### src/rtl/uart_pkg.sv
// Shared definitions for the UART baud generator: default widths,
// reset-divisor helper and the generator FSM state type.
package uart_pkg;

  localparam int unsigned DIV_W_DEF  = 16;
  localparam int unsigned FRAC_W_DEF = 4;

  typedef enum logic {
    IDLE,
    RUN
  } baud_state_e;

  // Integer clock cycles per oversample tick at the out-of-reset baud rate.
  function automatic int unsigned default_div(input int unsigned fclk,
                                              input int unsigned baud,
                                              input int unsigned os);
    int unsigned den;
    den = baud * os;
    if (den == 0) return 1;
    return fclk / den;
  endfunction

endpackage

### src/rtl/uart_baud_prescaler.sv
// Down-counting prescaler for the baud generator. Reloads to div-1 (or div
// when the fractional accumulator carries) and emits a registered raw tick.
// Fractional stretching is built only when UART_BAUD_FRAC_EN is defined.
module uart_baud_prescaler #(
  parameter int unsigned DIV_W  = 16,
  parameter int unsigned FRAC_W = 4
) (
  input  logic              clk,
  input  logic              rst,
  input  logic              load,
  input  logic              run,
  input  logic [DIV_W-1:0]  div,
  input  logic [FRAC_W-1:0] frac,
  output logic              fire,
  output logic              tick
);

  logic [DIV_W-1:0] cnt_q;
  logic             carry;

  assign fire = run && (cnt_q == '0);

`ifdef UART_BAUD_FRAC_EN
  logic [FRAC_W-1:0] acc_q;
  logic [FRAC_W:0]   acc_sum;

  assign acc_sum = {1'b0, acc_q} + {1'b0, frac};
  assign carry   = acc_sum[FRAC_W];

  // Fractional phase accumulator, advanced once per emitted tick.
  always_ff @(posedge clk) begin
    if (rst || load) begin
      acc_q <= '0;
    end else if (fire) begin
      acc_q <= acc_sum[FRAC_W-1:0];
    end
  end
`else
  logic unused_frac;
  assign unused_frac = ^frac;
  assign carry       = 1'b0;
`endif

  // Count down while running; reload on zero, on explicit load or in idle.
  always_ff @(posedge clk) begin
    if (rst) begin
      cnt_q <= '0;
      tick  <= 1'b0;
    end else begin
      tick <= fire;
      if (load) begin
        cnt_q <= div - DIV_W'(1);
      end else if (run) begin
        if (fire) begin
          cnt_q <= carry ? div : div - DIV_W'(1);
        end else begin
          cnt_q <= cnt_q - DIV_W'(1);
        end
      end
    end
  end

endmodule

### src/rtl/uart_baud_gen.sv
// UART baud generator: programmable oversample tick (os_tick) and bit tick
// (tx_tick) with shadowed divisor updates and RX phase restart.
// Optional fractional divisor enabled by defining UART_BAUD_FRAC_EN.
module uart_baud_gen
  import uart_pkg::*;
#(
  parameter int unsigned FCLK         = 50_000_000,
  parameter int unsigned BAUD_DEFAULT = 9600,
  parameter int unsigned OVERSAMPLE   = 16,
  parameter int unsigned DIV_W        = DIV_W_DEF,
  parameter int unsigned FRAC_W       = FRAC_W_DEF
) (
  input  logic                          clk,
  input  logic                          rst,
  input  logic                          en,
  input  logic [DIV_W-1:0]              div_int,
  input  logic [FRAC_W-1:0]             div_frac,
  input  logic                          div_load,
  input  logic                          phase_restart,
  output logic                          os_tick,
  output logic                          tx_tick,
  output logic [$clog2(OVERSAMPLE)-1:0] os_phase
);

  localparam int unsigned      PH_W    = $clog2(OVERSAMPLE);
  localparam logic [PH_W-1:0]  PH_MAX  = PH_W'(OVERSAMPLE - 1);
  localparam logic [DIV_W-1:0] DEF_DIV = DIV_W'(default_div(FCLK, BAUD_DEFAULT, OVERSAMPLE));

  baud_state_e       state_q, state_d;
  logic [DIV_W-1:0]  div_q, div_nxt, div_eff;
  logic [FRAC_W-1:0] frac_eff;
  logic              ps_load, ps_run, fire;

  // The shadow is the only divisor store: the counter reads it solely at
  // reload, so a mid-count update naturally waits for the next period.
  // Bypassing the strobe lets an update coincident with a reload take effect.
  assign div_nxt = div_load ? div_int : div_q;
  assign div_eff = (div_nxt == '0) ? DIV_W'(1) : div_nxt;

  // Shadow integer divisor; reset restores the default rate.
  always_ff @(posedge clk) begin
    if (rst) begin
      div_q <= DEF_DIV;
    end else if (div_load) begin
      div_q <= div_int;
    end
  end

`ifdef UART_BAUD_FRAC_EN
  logic [FRAC_W-1:0] frac_q;

  assign frac_eff = div_load ? div_frac : frac_q;

  // Shadow fractional divisor.
  always_ff @(posedge clk) begin
    if (rst) begin
      frac_q <= '0;
    end else if (div_load) begin
      frac_q <= div_frac;
    end
  end
`else
  logic unused_frac;
  assign unused_frac = ^div_frac;
  assign frac_eff    = '0;
`endif

  // FSM state register.
  always_ff @(posedge clk) begin
    if (rst) begin
      state_q <= IDLE;
    end else begin
      state_q <= state_d;
    end
  end

  // Next state and prescaler control; en=0 outranks phase_restart.
  always_comb begin
    state_d = state_q;
    ps_load = 1'b0;
    ps_run  = 1'b0;
    case (state_q)
      IDLE: begin
        ps_load = 1'b1;
        if (en) state_d = RUN;
      end
      RUN: begin
        if (!en) begin
          state_d = IDLE;
        end else if (phase_restart) begin
          ps_load = 1'b1;
        end else begin
          ps_run = 1'b1;
        end
      end
    endcase
  end

  uart_baud_prescaler #(
    .DIV_W  (DIV_W),
    .FRAC_W (FRAC_W)
  ) u_prescaler (
    .clk  (clk),
    .rst  (rst),
    .load (ps_load),
    .run  (ps_run),
    .div  (div_eff),
    .frac (frac_eff),
    .fire (fire),
    .tick (os_tick)
  );

  // Oversample index and bit tick, updated on the same edge as os_tick.
  always_ff @(posedge clk) begin
    if (rst) begin
      os_phase <= '0;
      tx_tick  <= 1'b0;
    end else begin
      tx_tick <= 1'b0;
      if (!ps_run) begin
        os_phase <= '0;
      end else if (fire) begin
        os_phase <= os_phase + PH_W'(1);
        tx_tick  <= (os_phase == PH_MAX);
      end
    end
  end

endmodule

### config.mk
export PLATFORM = sky130hd
export DESIGN_NAME = uart_baud_gen
export DESIGN_NICKNAME = d
export VERILOG_FILES = /design/src/rtl/uart_pkg.sv /design/src/rtl/uart_baud_prescaler.sv /design/src/rtl/uart_baud_gen.sv
export SDC_FILE = /design/constraint.sdc
export NUM_CORES = 1
export LEC_CHECK = 0
export ABC_CLOCK_PERIOD_IN_PS = 4800
export CORE_MARGIN = 3
export CORE_UTILIZATION = 45
export DETAILED_ROUTE_END_ITERATION = 10
export PLACE_DENSITY = 0.73
export SYNTH_ARGS = -nofsm -noshare
export SYNTH_HDL_FRONTEND = slang
export SYNTH_SLANG_ARGS = --single-unit
### constraint.sdc
create_clock -name clk -period 4.8 [get_ports clk]
set_input_delay 1.44 -clock clk [delete_from_list [all_inputs] [get_ports clk]]
set_output_delay 1.44 -clock clk [all_outputs]
set_load 0.005 [all_outputs]
==> impl_metrics.env <==
export IMPL_status="complete, no violations"
export IMPL_cts_tree="built"
export IMPL_fin_crit_ps=4170
export IMPL_ys_flop_type="dfxtp_1"
export IMPL_grt_pass1_wl_um=9740
export IMPL_grt_ovfl_total=0
export IMPL_placed_cell_area_mm2=0.00275
export IMPL_avgSynthCellArea_um2=8.49
export IMPL_rsz0062_at_grt="no"
export IMPL_grt_max_degree=35
export IMPL_dpl_hpwl_um=4120
export IMPL_rows=26
export IMPL_dr_total_vias=2240
export IMPL_vias_per_cell=5.89
export IMPL_die_y_um=79.5
export IMPL_drive_gt1_share_pct=8.71
export IMPL_io_buffers=26
export IMPL_drt_initial_drc_count=83
export IMPL_num_io_pins=31
export IMPL_critPathCaptureType="flip-flop"
export IMPL_start_kind="primary input"
export IMPL_setup_viol=0
export IMPL_ant_nets=0
export IMPL_core_area_mm2=0.00517
export IMPL_clock_root_buffer="clkbuf_8"
export IMPL_crit_type="in2reg"
export IMPL_drtPass1Iterations=4
export IMPL_yosys_warnings=0
export IMPL_die_x_um=79.5
export IMPL_maxCapViolCount=0
export IMPL_ff2ff_setup_slack_ps=2040
export IMPL_antennaDiodeCount=0
export IMPL_layout_commonest_cell="dfxtp_1"
export IMPL_area_delta_synth_final_pct=16.9
export IMPL_initial_core_util_pct=47.0
export IMPL_ys_seq_area_share_pct=32.1
export IMPL_syn_inst=286
export IMPL_tightest_slew_ps=730
export IMPL_cts_resized_gates=0
export IMPL_slew_viol_final=0
export IMPL_critPathMaxFanout=34
export IMPL_grt_pass1_vias=2112
export IMPL_routabilityCongestion=0.860
export IMPL_antenna_found_initial=0
export IMPL_final_hold_viol_count=0
export IMPL_reg2reg_from="u_prescaler.cnt_q[0]"
export IMPL_max_clock_freq_ghz=0.240
export IMPL_postSynthRegisterBits=39
export IMPL_cts_reportedPaths_clkPinSlew_ps=70
export IMPL_wl_per_cell_um=14.8
export IMPL_worstHoldPathCells=1
export IMPL_post_route_period_util_pct=86.9
export IMPL_cts_htree_levels=2
export IMPL_drt_wl_total_um=5610
export IMPL_grtUsageTotal_pct=19.1
export IMPL_synth_cell_types=56
export IMPL_async_flop_share_pct=0
export IMPL_clock_latency_ps=290
export IMPL_min_from="os_phase[3]"
export IMPL_worstPathRequired_ps=5020
export IMPL_clk_path_buf_depth=2
export IMPL_cts_sinks=39
export IMPL_stdcell_area_mm2=0.00284
export IMPL_hold_class="reg2reg"
export IMPL_cts_hold_buf=0
export IMPL_fin_tns_setup_ps=0
export IMPL_drcViolationCount=0
export IMPL_r2r_end="u_prescaler.cnt_q[10]"
export IMPL_netlist_area_mm2=0.00243
export IMPL_syn_nets=314
export IMPL_powerDensity_mw_per_mm2=273
export IMPL_worstPathArrival_ps=4390
export IMPL_p_leak_uw=0.00102
export IMPL_dieArea_mm2=0.00631
export IMPL_nNetsFinal=338
export IMPL_synth_edf_count=0
export IMPL_rr_worst_depth=7
export IMPL_fin_skew_ps=7.10
export IMPL_final_cell_mix="dfxtp_1 (39), clkdlybuf4s50_1 (26), nor2_1 (23), nor3_1 (20), mux2i_1 (18)"
export IMPL_postCtsSetupBuffers=0
export IMPL_ir_worst_vdd_mv=0.150
export IMPL_max_slew_margin_rel_pct=50.9
export IMPL_numCtsBuffers=5
export IMPL_finalHoldWorstSlack_ps=524
export IMPL_hold_path_endpoint="tx_tick"
-- flip-flops by register name (all words and copies together), names as in the netlist --
register / cells
div_q: 16
state_q: 1
tx_tick: 1
os_phase: 4
u_prescaler.tick: 1
u_prescaler.cnt_q: 16
-- cell families after synthesis --
| logic type | share of synthesized area [%] |
|---|---|
| AOI/OAI and AO/OA | 20.1 |
| xor gates and xnor gates | 4.69 |
| adders and majority gates | 1.55 |
| buffers and inverters | 4.17 |
| DFF | 32.1 |
| muxes | 7.42 |
| and+or+nand+nor | 29.9 |
-- power by group --
group	total (uW)	leakage (uW)	internal [uW]	switching [uW]
combinational	183	0.000656	81.7	102
sequential	366	0.000322	345	20.6
clock	227	0.0000470	113	114
total	776	0.00102	540	236
-- worst max path at each step --
| stage | cells after the start | slack (ps) | end | startpoint |
|---|---|---|---|---|
| 2_1_floorplan | 10 | 850 | u_prescaler.cnt_q[12] | div_load |
| 3_3_place_gp | 11 | 390 | u_prescaler.cnt_q[10] | div_load |
| 3_5_place_dp | 11 | 350 | u_prescaler.cnt_q[10] | div_load |
| 4_1_cts | 11 | 640 | u_prescaler.cnt_q[10] | div_load |
| 5_1_grt | 11 | 260 | u_prescaler.cnt_q[10] | div_load |
| 6_report | 11 | 630 | u_prescaler.cnt_q[10] | div_load |
-- worst max-delay path, stage by stage --
cell,delay (ps)
clkdlybuf4s50_1,500
buf_12,210
nor4b_1,560
o211ai_1,270
nor3_1,290
nor2b_1,80
ha_1,220
o211ai_1,290
nor4_1,130
nand3b_1,230
a21oi_1,180
-- synth_stat cells, drive strengths merged, types with 2 or more instances --
cell type  instances  area share, %
nand4              2           0.52
nor4              10            3.2
o31ai              3           0.93
or3                9            2.3
nand3b             5            1.5
o2111ai            2           0.72
a211oi             2           0.82
mux2i             18            7.4
nor3              21            4.5
o211a              2           0.82
or2                5            1.3
nor2              23            3.6
nor3b              4            1.2
a2111oi            3            1.6
a21oi             15            3.6
a211o              2           0.72
ha                 3            1.5
a22oi              2           0.62
a21o               2           0.62
dfxtp             39             32
and3               3           0.77
or4                6            2.0
o21a               2           0.62
o22ai              3           0.77
buf                8            2.3
nand2b             7            1.8
xor2               5            1.8
xnor2              8            2.9
inv                5           0.77
o211ai             5            1.5
a31oi              5            1.3
o21ai             11            2.3
nor4b              3            1.1
o22a               2           0.72
nor2b              5            1.3
nand2             11            1.7
nand3              8            1.6
clkbuf             7            1.1
-- through the flow --
stage               power [uW]  std cells  util [%]  setup slack [ps]
floorplan                  504        286         -               854
CTS                        785        380      54.9               639
global placement           551        373      53.2               395
finish                     776        380      54.9               631
detailed placement         554        373      53.2               353
global route               822        380      54.9               258
-- final cells by class --
class | instances | area [um2]
fill | 490 | 2330
multi-input combinational | 227 | 1550
sequential | 39 | 781
timing repair buffer | 32 | 318
tap | 70 | 87.6
clock buffer | 6 | 82.6
inverter | 5 | 18.8
clock inverter | 1 | 5.00
-- layer usage --
layer  up-vias  track usage [%]  share of wire [%]
li1       1129                -                  -
met1      1039             25.4                 49
met2        60             30.5                 45
met3        12             3.61                4.7
met4         0             7.56                1.9
met5         -                0                  0
Power figures use the tool's default switching activity.
